[src/rtl/fetch_stage_pkg.sv]
// Shared types and constants for the instruction-fetch stage and its pipeline register.
package fetch_stage_pkg;

  localparam logic TRUE  = 1'b1;
  localparam logic FALSE = 1'b0;

  typedef logic [31:0] InsnPath;
  typedef logic [31:0] InsnAddrPath;

  typedef enum logic [1:0] {
    FETCH_BOOT = 2'd0,
    FETCH_RUN  = 2'd1,
    FETCH_WAIT = 2'd2,
    FETCH_HOLD = 2'd3
  } FetchStatePath;

  localparam InsnPath     NOP_INSN = 32'h0000_0000;
  localparam InsnAddrPath PC_STEP  = 32'd4;

  // Instruction addresses are word aligned; the two low bits of a redirect are dropped.
  function automatic InsnAddrPath word_align(input InsnAddrPath addr);
    return addr & ~InsnAddrPath'(3);
  endfunction

endpackage

[src/rtl/fetch_stage_if.sv]
// Instruction-memory request/response bus. The fetch stage is the master.
interface fetch_stage_if;
  import fetch_stage_pkg::*;

  logic        imemReq;
  InsnAddrPath imemAddr;
  logic        imemReady;
  InsnPath     imemInsn;

  modport master (output imemReq, output imemAddr, input imemReady, input imemInsn);
  modport slave  (input imemReq, input imemAddr, output imemReady, output imemInsn);

endinterface

[src/rtl/ifid_reg.sv]
// IF/ID pipeline register: load a new instruction, hold, or flush to a bubble.
module ifid_reg
  import fetch_stage_pkg::*;
(
  input  logic        clk,
  input  logic        rst,
  input  logic        load,
  input  logic        bubble,
  input  InsnPath     load_insn,
  input  InsnAddrPath load_pc_plus4,
  output logic        valid,
  output InsnPath     insn,
  output InsnAddrPath pc_plus4
);

  // Bubble wins over load; with neither asserted the register holds.
  always_ff @(posedge clk) begin
    if (rst || bubble) begin
      valid    <= FALSE;
      insn     <= NOP_INSN;
      pc_plus4 <= '0;
    end else if (load) begin
      valid    <= TRUE;
      insn     <= load_insn;
      pc_plus4 <= load_pc_plus4;
    end
  end

endmodule

[src/rtl/fetch_stage.sv]
// Instruction-fetch stage: PC, fetch FSM, one-entry skid buffer and IF/ID register.
module fetch_stage
  import fetch_stage_pkg::*;
#(
  parameter InsnAddrPath RESET_PC  = 32'h0000_0000,
  parameter int          CNT_WIDTH = 32
) (
  input  logic                 clk,
  input  logic                 rst,
  input  logic                 stall,
  input  logic                 brTaken,
  input  InsnAddrPath          brTarget,
  fetch_stage_if.master        imem,
  output logic                 ifidValid,
  output InsnPath              ifidInsn,
  output InsnAddrPath          ifidPcPlus4,
  output logic [CNT_WIDTH-1:0] fetchCount
);

  FetchStatePath        state_reg, state_next;
  InsnAddrPath          pc_reg, pc_next;
  InsnPath              skid_reg;
  logic                 pend_valid_reg, pend_valid_next;
  InsnAddrPath          pend_target_reg, pend_target_next;
  logic [CNT_WIDTH-1:0] count_reg;

  logic        imem_req;
  logic        skid_load;
  logic        count_inc;
  logic        ifid_load;
  logic        ifid_bubble;
  InsnPath     ifid_load_insn;
  InsnAddrPath br_target;
  InsnAddrPath pc_plus4;

  assign br_target = word_align(brTarget);
  assign pc_plus4  = pc_reg + PC_STEP;

  // FSM state register.
  always_ff @(posedge clk) begin
    if (rst) state_reg <= FETCH_BOOT;
    else     state_reg <= state_next;
  end

  // Next-state logic: a miss in RUN waits; a word returned under stall parks in HOLD.
  always_comb begin
    state_next = state_reg;
    unique case (state_reg)
      FETCH_BOOT: state_next = FETCH_RUN;
      FETCH_RUN: begin
        if (!brTaken && !stall && !imem.imemReady) state_next = FETCH_WAIT;
      end
      FETCH_WAIT: begin
        if (imem.imemReady) begin
          if (brTaken || pend_valid_reg || !stall) state_next = FETCH_RUN;
          else                                     state_next = FETCH_HOLD;
        end
      end
      FETCH_HOLD: begin
        if (brTaken || !stall) state_next = FETCH_RUN;
      end
      default: state_next = FETCH_BOOT;
    endcase
  end

  // Output/control logic: PC update, IF/ID control, skid capture and pending redirect.
  always_comb begin
    imem_req         = FALSE;
    pc_next          = pc_reg;
    pend_valid_next  = pend_valid_reg;
    pend_target_next = pend_target_reg;
    skid_load        = FALSE;
    count_inc        = FALSE;
    ifid_load        = FALSE;
    ifid_bubble      = FALSE;
    ifid_load_insn   = imem.imemInsn;
    unique case (state_reg)
      FETCH_BOOT: ifid_bubble = TRUE;
      FETCH_RUN: begin
        imem_req = !stall;
        if (brTaken) begin
          pc_next     = br_target;
          ifid_bubble = TRUE;
        end else if (!stall) begin
          if (imem.imemReady) begin
            ifid_load = TRUE;
            pc_next   = pc_plus4;
            count_inc = TRUE;
          end else begin
            ifid_bubble = TRUE;
          end
        end
      end
      FETCH_WAIT: begin
        imem_req = TRUE;
        if (imem.imemReady) begin
          pend_valid_next = FALSE;
          // A redirect arriving with the data is the newest one, so it beats a pending one.
          if (brTaken) begin
            pc_next     = br_target;
            ifid_bubble = TRUE;
          end else if (pend_valid_reg) begin
            pc_next     = pend_target_reg;
            ifid_bubble = TRUE;
          end else if (!stall) begin
            ifid_load = TRUE;
            pc_next   = pc_plus4;
            count_inc = TRUE;
          end else begin
            skid_load = TRUE;
          end
        end else begin
          // The outstanding access cannot be cancelled, so remember the redirect.
          if (brTaken) begin
            pend_valid_next  = TRUE;
            pend_target_next = br_target;
          end
          if (!stall) ifid_bubble = TRUE;
        end
      end
      FETCH_HOLD: begin
        ifid_load_insn = skid_reg;
        if (brTaken) begin
          pc_next     = br_target;
          ifid_bubble = TRUE;
        end else if (!stall) begin
          ifid_load = TRUE;
          pc_next   = pc_plus4;
          count_inc = TRUE;
        end
      end
      default: ;
    endcase
  end

  // Datapath registers: PC, skid word, pending redirect and fetch counter.
  always_ff @(posedge clk) begin
    if (rst) begin
      pc_reg          <= RESET_PC;
      skid_reg        <= NOP_INSN;
      pend_valid_reg  <= FALSE;
      pend_target_reg <= '0;
      count_reg       <= '0;
    end else begin
      pc_reg          <= pc_next;
      pend_valid_reg  <= pend_valid_next;
      pend_target_reg <= pend_target_next;
      if (skid_load) skid_reg <= imem.imemInsn;
      if (count_inc) count_reg <= count_reg + 1'b1;
    end
  end

  ifid_reg u_ifid_reg (
    .clk           (clk),
    .rst           (rst),
    .load          (ifid_load),
    .bubble        (ifid_bubble),
    .load_insn     (ifid_load_insn),
    .load_pc_plus4 (pc_plus4),
    .valid         (ifidValid),
    .insn          (ifidInsn),
    .pc_plus4      (ifidPcPlus4)
  );

  assign imem.imemReq  = imem_req;
  assign imem.imemAddr = pc_reg;
  assign fetchCount    = count_reg;

endmodule

[src/flat_wrapper.sv]
// flat-port wrapper written by rule: the top's interface ports become plain ports
module fetch_stage_flat import fetch_stage_pkg::*;
#(
  parameter InsnAddrPath RESET_PC  = 32'h0000_0000,
  parameter int          CNT_WIDTH = 32
)
  (clk, rst, stall, brTaken, brTarget, ifidValid, ifidInsn, ifidPcPlus4, fetchCount, imem_imemReq, imem_imemAddr, imem_imemReady, imem_imemInsn);
  fetch_stage_if imem_i ();
  input  logic clk;
  input  logic rst;
  input  logic stall;
  input  logic brTaken;
  input  InsnAddrPath brTarget;
  output logic ifidValid;
  output InsnPath ifidInsn;
  output InsnAddrPath ifidPcPlus4;
  output logic [CNT_WIDTH-1:0] fetchCount;
  output wire logic [$bits(imem_i.imemReq)-1:0] imem_imemReq;
  output wire logic [$bits(imem_i.imemAddr)-1:0] imem_imemAddr;
  input wire logic [$bits(imem_i.imemReady)-1:0] imem_imemReady;
  input wire logic [$bits(imem_i.imemInsn)-1:0] imem_imemInsn;
  assign imem_imemReq = imem_i.imemReq;
  assign imem_imemAddr = imem_i.imemAddr;
  assign imem_i.imemReady = imem_imemReady;
  assign imem_i.imemInsn = imem_imemInsn;
  fetch_stage #(.RESET_PC(RESET_PC), .CNT_WIDTH(CNT_WIDTH)) u_core (.clk(clk), .rst(rst), .stall(stall), .brTaken(brTaken), .brTarget(brTarget), .imem(imem_i), .ifidValid(ifidValid), .ifidInsn(ifidInsn), .ifidPcPlus4(ifidPcPlus4), .fetchCount(fetchCount));
endmodule
[config.mk]
export PLATFORM = sky130hd
export DESIGN_NAME = fetch_stage_flat
export DESIGN_NICKNAME = d
export VERILOG_FILES = /design/src/rtl/fetch_stage_pkg.sv /design/src/rtl/fetch_stage_if.sv /design/src/rtl/ifid_reg.sv /design/src/rtl/fetch_stage.sv /design/src/flat_wrapper.sv
export SDC_FILE = /design/constraint.sdc
export NUM_CORES = 1
export LEC_CHECK = 0
export ABC_AREA = 1
export ABC_CLOCK_PERIOD_IN_PS = 2050
export CAP_MARGIN = 20
export CORE_MARGIN = 2
export CORE_UTILIZATION = 53
export DETAILED_ROUTE_END_ITERATION = 8
export PLACE_DENSITY = 0.86
export SLEW_MARGIN = 25
export SYNTH_ARGS = -nofsm -noshare
export SYNTH_HDL_FRONTEND = slang
export SYNTH_SLANG_ARGS = --single-unit
[constraint.sdc]
create_clock -name clk -period 2.05 [get_ports clk]
set_input_delay 0.5125 -clock clk [delete_from_list [all_inputs] [get_ports clk]]
set_output_delay 0.5125 -clock clk [all_outputs]
set_load 0.005 [all_outputs]
==> results.cfg <==
[power_and_ir_drop]
p_leak_nw = 5.43
internal-power_mw = 7.85
power_frac_clock_pct = 26.2
seqPwrFrac_pct = 35.6
pwr-share-comb_pct = 38.2
switchingPower_mw = 4.95
ir_drop_v = 0.000805
powerDensity_mw_per_mm2 = 934
p_sw_share_pct = 38.7
finalPower_mw = 12.8

[worst_setup_path]
path_cells = clkdlybuf4s50_1
critPathBufInv = 1
cp-start-kind = flop
cp_data_required_time_ns = 1.54
slowest_delay_ns = 0.56
cp-end-kind = primary output
critPathTopFamily = buffers and inverters
crit_slowest_cell = clkdlybuf4s50_1
critical_path_arrival_ns = 1.51
crit_fanout = 6
path_class = reg -> out

[sta]
worstMarginPinSlew_ns = 0.615
clock_skew_ns = 0.0118
setup_violations = 0
finalCritPeriodShare_pct = 98.4
maxSlewViolCount = 0
maxSlewHeadroom_pct = 59.0
rsz0062_at_grt = true
hold_viol = 0
fmax_ghz = 0.496
fin_crit_ns = 2.02

[global_route]
grt_pass1_vias = 10900
track_usage_pct = 32.2
grt_max_degree = 68
grt_pass1_wl_um = 53500
antenna_found_initial = 0
grt_overflow = 0

[yosys]
ys_seq_area_share_pct = 36.6
yosysWarnings = 0
synth_seq_cells = 190
yosysTopAreaCellShare_pct = 36.6
syn_area_mm2 = 0.0104
yosys-top-cells-area = dfxtp_1 (37%), nand2_1 (17%), nor2_1 (7.8%)
ys_types = 43
avgSynthCellArea_um2 = 6.54
syn_inst = 1590
synth_area_leader_cell = dfxtp_1

[floorplan]
core.rowCount = 51
start_util_pct = 53.8
die_h_um = 144
io_pins = 199
die-width_um = 144
core_mm2 = 0.0193
die-area_mm2 = 0.0208

[placement]
port_buffers = 192
hpwlAfterDp_um = 23700
gp_congestion = 1.02
numPlacedInstances = 2052
post_dp_cell_area_mm2 = 0.0130

[drt]
routed_wl_um = 33500
antenna_left = 0
drc_errors = 0
via_per_inst = 5.59
drt_iter0_drc = 1018
vias = 11700
wl_per_cell_um = 16.0
dr.pass1.iters = 6

[layout]
drive_gt1_share_pct = 10.9
antenna_cells = 0
final_common_cell = nand2_1
most-common-layout-cells = nand2_1 (473), nor2_1 (216), clkdlybuf4s50_1 (188), dfxtp_1 (187), inv_1 (137)
area_growth_pct = 31.8
fillCellCount = 1576
stdcell_area_mm2 = 0.0137
stdcell_count = 2089
post-route-util_pct = 70.9
final_nets = 1887

[flow_run]
max_cap_violations = 0

[clock_tree]
clock_latency_ns = 0.44
cts_tree = yes
clock_sinks = 190
clock_path_buffers = 2
cts.root.buffer_cell = clkbuf_16
htree_levels = 4
postCtsHoldBufs = 0
clk_pin_slew_worst_paths_ns = 0.08
numCtsBuffers = 17

[run_status]
outcome = completed

[worst_hold_path]
min_path_type = reg -> reg
-- worst paths after layout --
kind | startpoint | to | slack, ns | cells past startpoint
max reg2reg | u_core.state_reg[0] | u_core.fetchCount[16] | 0.10 | 10
min | u_core.skid_reg[30] | u_core.u_ifid_reg.insn[30] | 0.47 | 2
max | u_core.imem.imemAddr[6] | imem_imemAddr[6] | 0.03 | 1
min reg2reg | u_core.skid_reg[30] | u_core.u_ifid_reg.insn[30] | 0.47 | 2
-- per-stage QoR --
step,TNS [ns],hold slack (ns),setup slack [ns]
final,0,0.473,0.0324
after global routing,-0.0268,0.490,-0.0202
after CTS,0,0.474,0.0114
after global placement,-15.69,0.451,-0.357
after floorplan,0,0.447,0.378
after detailed placement,-25.14,0.461,-0.343
-- worst register-to-register path: stages, from the launching register on --
cell	delay (ns)
dfxtp_2	0.33
buf_4	0.13
ha_1	0.21
buf_4	0.16
a21oi_1	0.13
nand2_1	0.08
nand2_2	0.10
buf_4	0.29
buf_4	0.22
nand2_1	0.06
a21oi_1	0.16
-- final cells by class --
class                   count  area (µm²)  share of cell area (%)
well taps                 265         332                    2.42
clock buffers              17         425                    3.11
repair buffers            290        2850                    20.8
flip-flops and latches    190        3810                    27.8
inverters                 146         557                    4.06
multi-input cells        1166        5570                    40.6
clock inverters            15         161                    1.18
-- cell families (layout without fill, tap and decap cells) --
kind of cell	after synthesis	in the layout	share of synthesized area [%]
AOI/OAI and AO/OA	320	320	19.4
xor gates and xnor gates	11	11	0.927
adders and majority gates	7	7	0.842
buffers and inverters	237	468	10.1
DFF	190	190	36.6
other	1	4	0.0361
and+or+nand+nor	824	824	32.1
-- per-layer routing --
metal | share of wire, % | global-route usage, % | up-vias | wire length, µm
met3 | 9.0 | 6.06 | 84 | 3020
met1 | 42 | 41.5 | 5422 | 14100
li1 | - | - | 5643 | -
met2 | 46 | 54.2 | 534 | 15300
met5 | 0 | 0 | - | 0
met4 | 3.0 | 11.1 | 0 | 1010
-- what timing repair did --
item | CTS | global route
pin swaps | 1 | 0
cloned | 0 | 1
setup buffers | 1 | 3
setup endpoints to repair | 2 | 8
resized for setup | 9 | 7
-- synthesized netlist by cell type --
cell type / instances
a221oi_1: 28
buf_1: 5
a21oi_1: 85
a21boi_0: 1
a31oi_2: 18
buf_2: 25
nor2_1: 217
conb_1: 1
inv_4: 1
a211oi_1: 1
xor2_1: 10
nor2_2: 7
dfxtp_1: 190
nor2_4: 1
nand3b_1: 8
buf_4: 14
o21ai_2: 18
o22ai_1: 18
nand2_2: 3
nor3_2: 2
nor3_1: 9
clkbuf_2: 1
xnor2_1: 1
buf_6: 5
a31oi_1: 29
clkbuf_1: 39
o21bai_1: 2
o21a_1: 2
ha_1: 7
a41oi_1: 2
and3_1: 1
nand4_2: 1
o21ai_1: 8
buf_12: 2
nand2_1: 474
inv_2: 7
or2_2: 1
inv_1: 138
nand3_1: 86
a32oi_1: 1
o21ai_0: 96
nand4_1: 14
o211ai_1: 11
-- power groups by stage --
| stage | sequential [mW] | combinational (mW) | clock (mW) |
|---|---|---|---|
| 2_1_floorplan | 4.54 | 2.72 | 0 |
| 5_1_grt | 4.59 | 5.34 | 3.51 |
| 3_3_place_gp | 4.60 | 4.59 | 0 |
| 4_1_cts | 4.53 | 4.76 | 3.38 |
| 6_report | 4.56 | 4.89 | 3.36 |
| 3_5_place_dp | 4.61 | 4.71 | 0 |
Power figures use the tool's default switching activity.
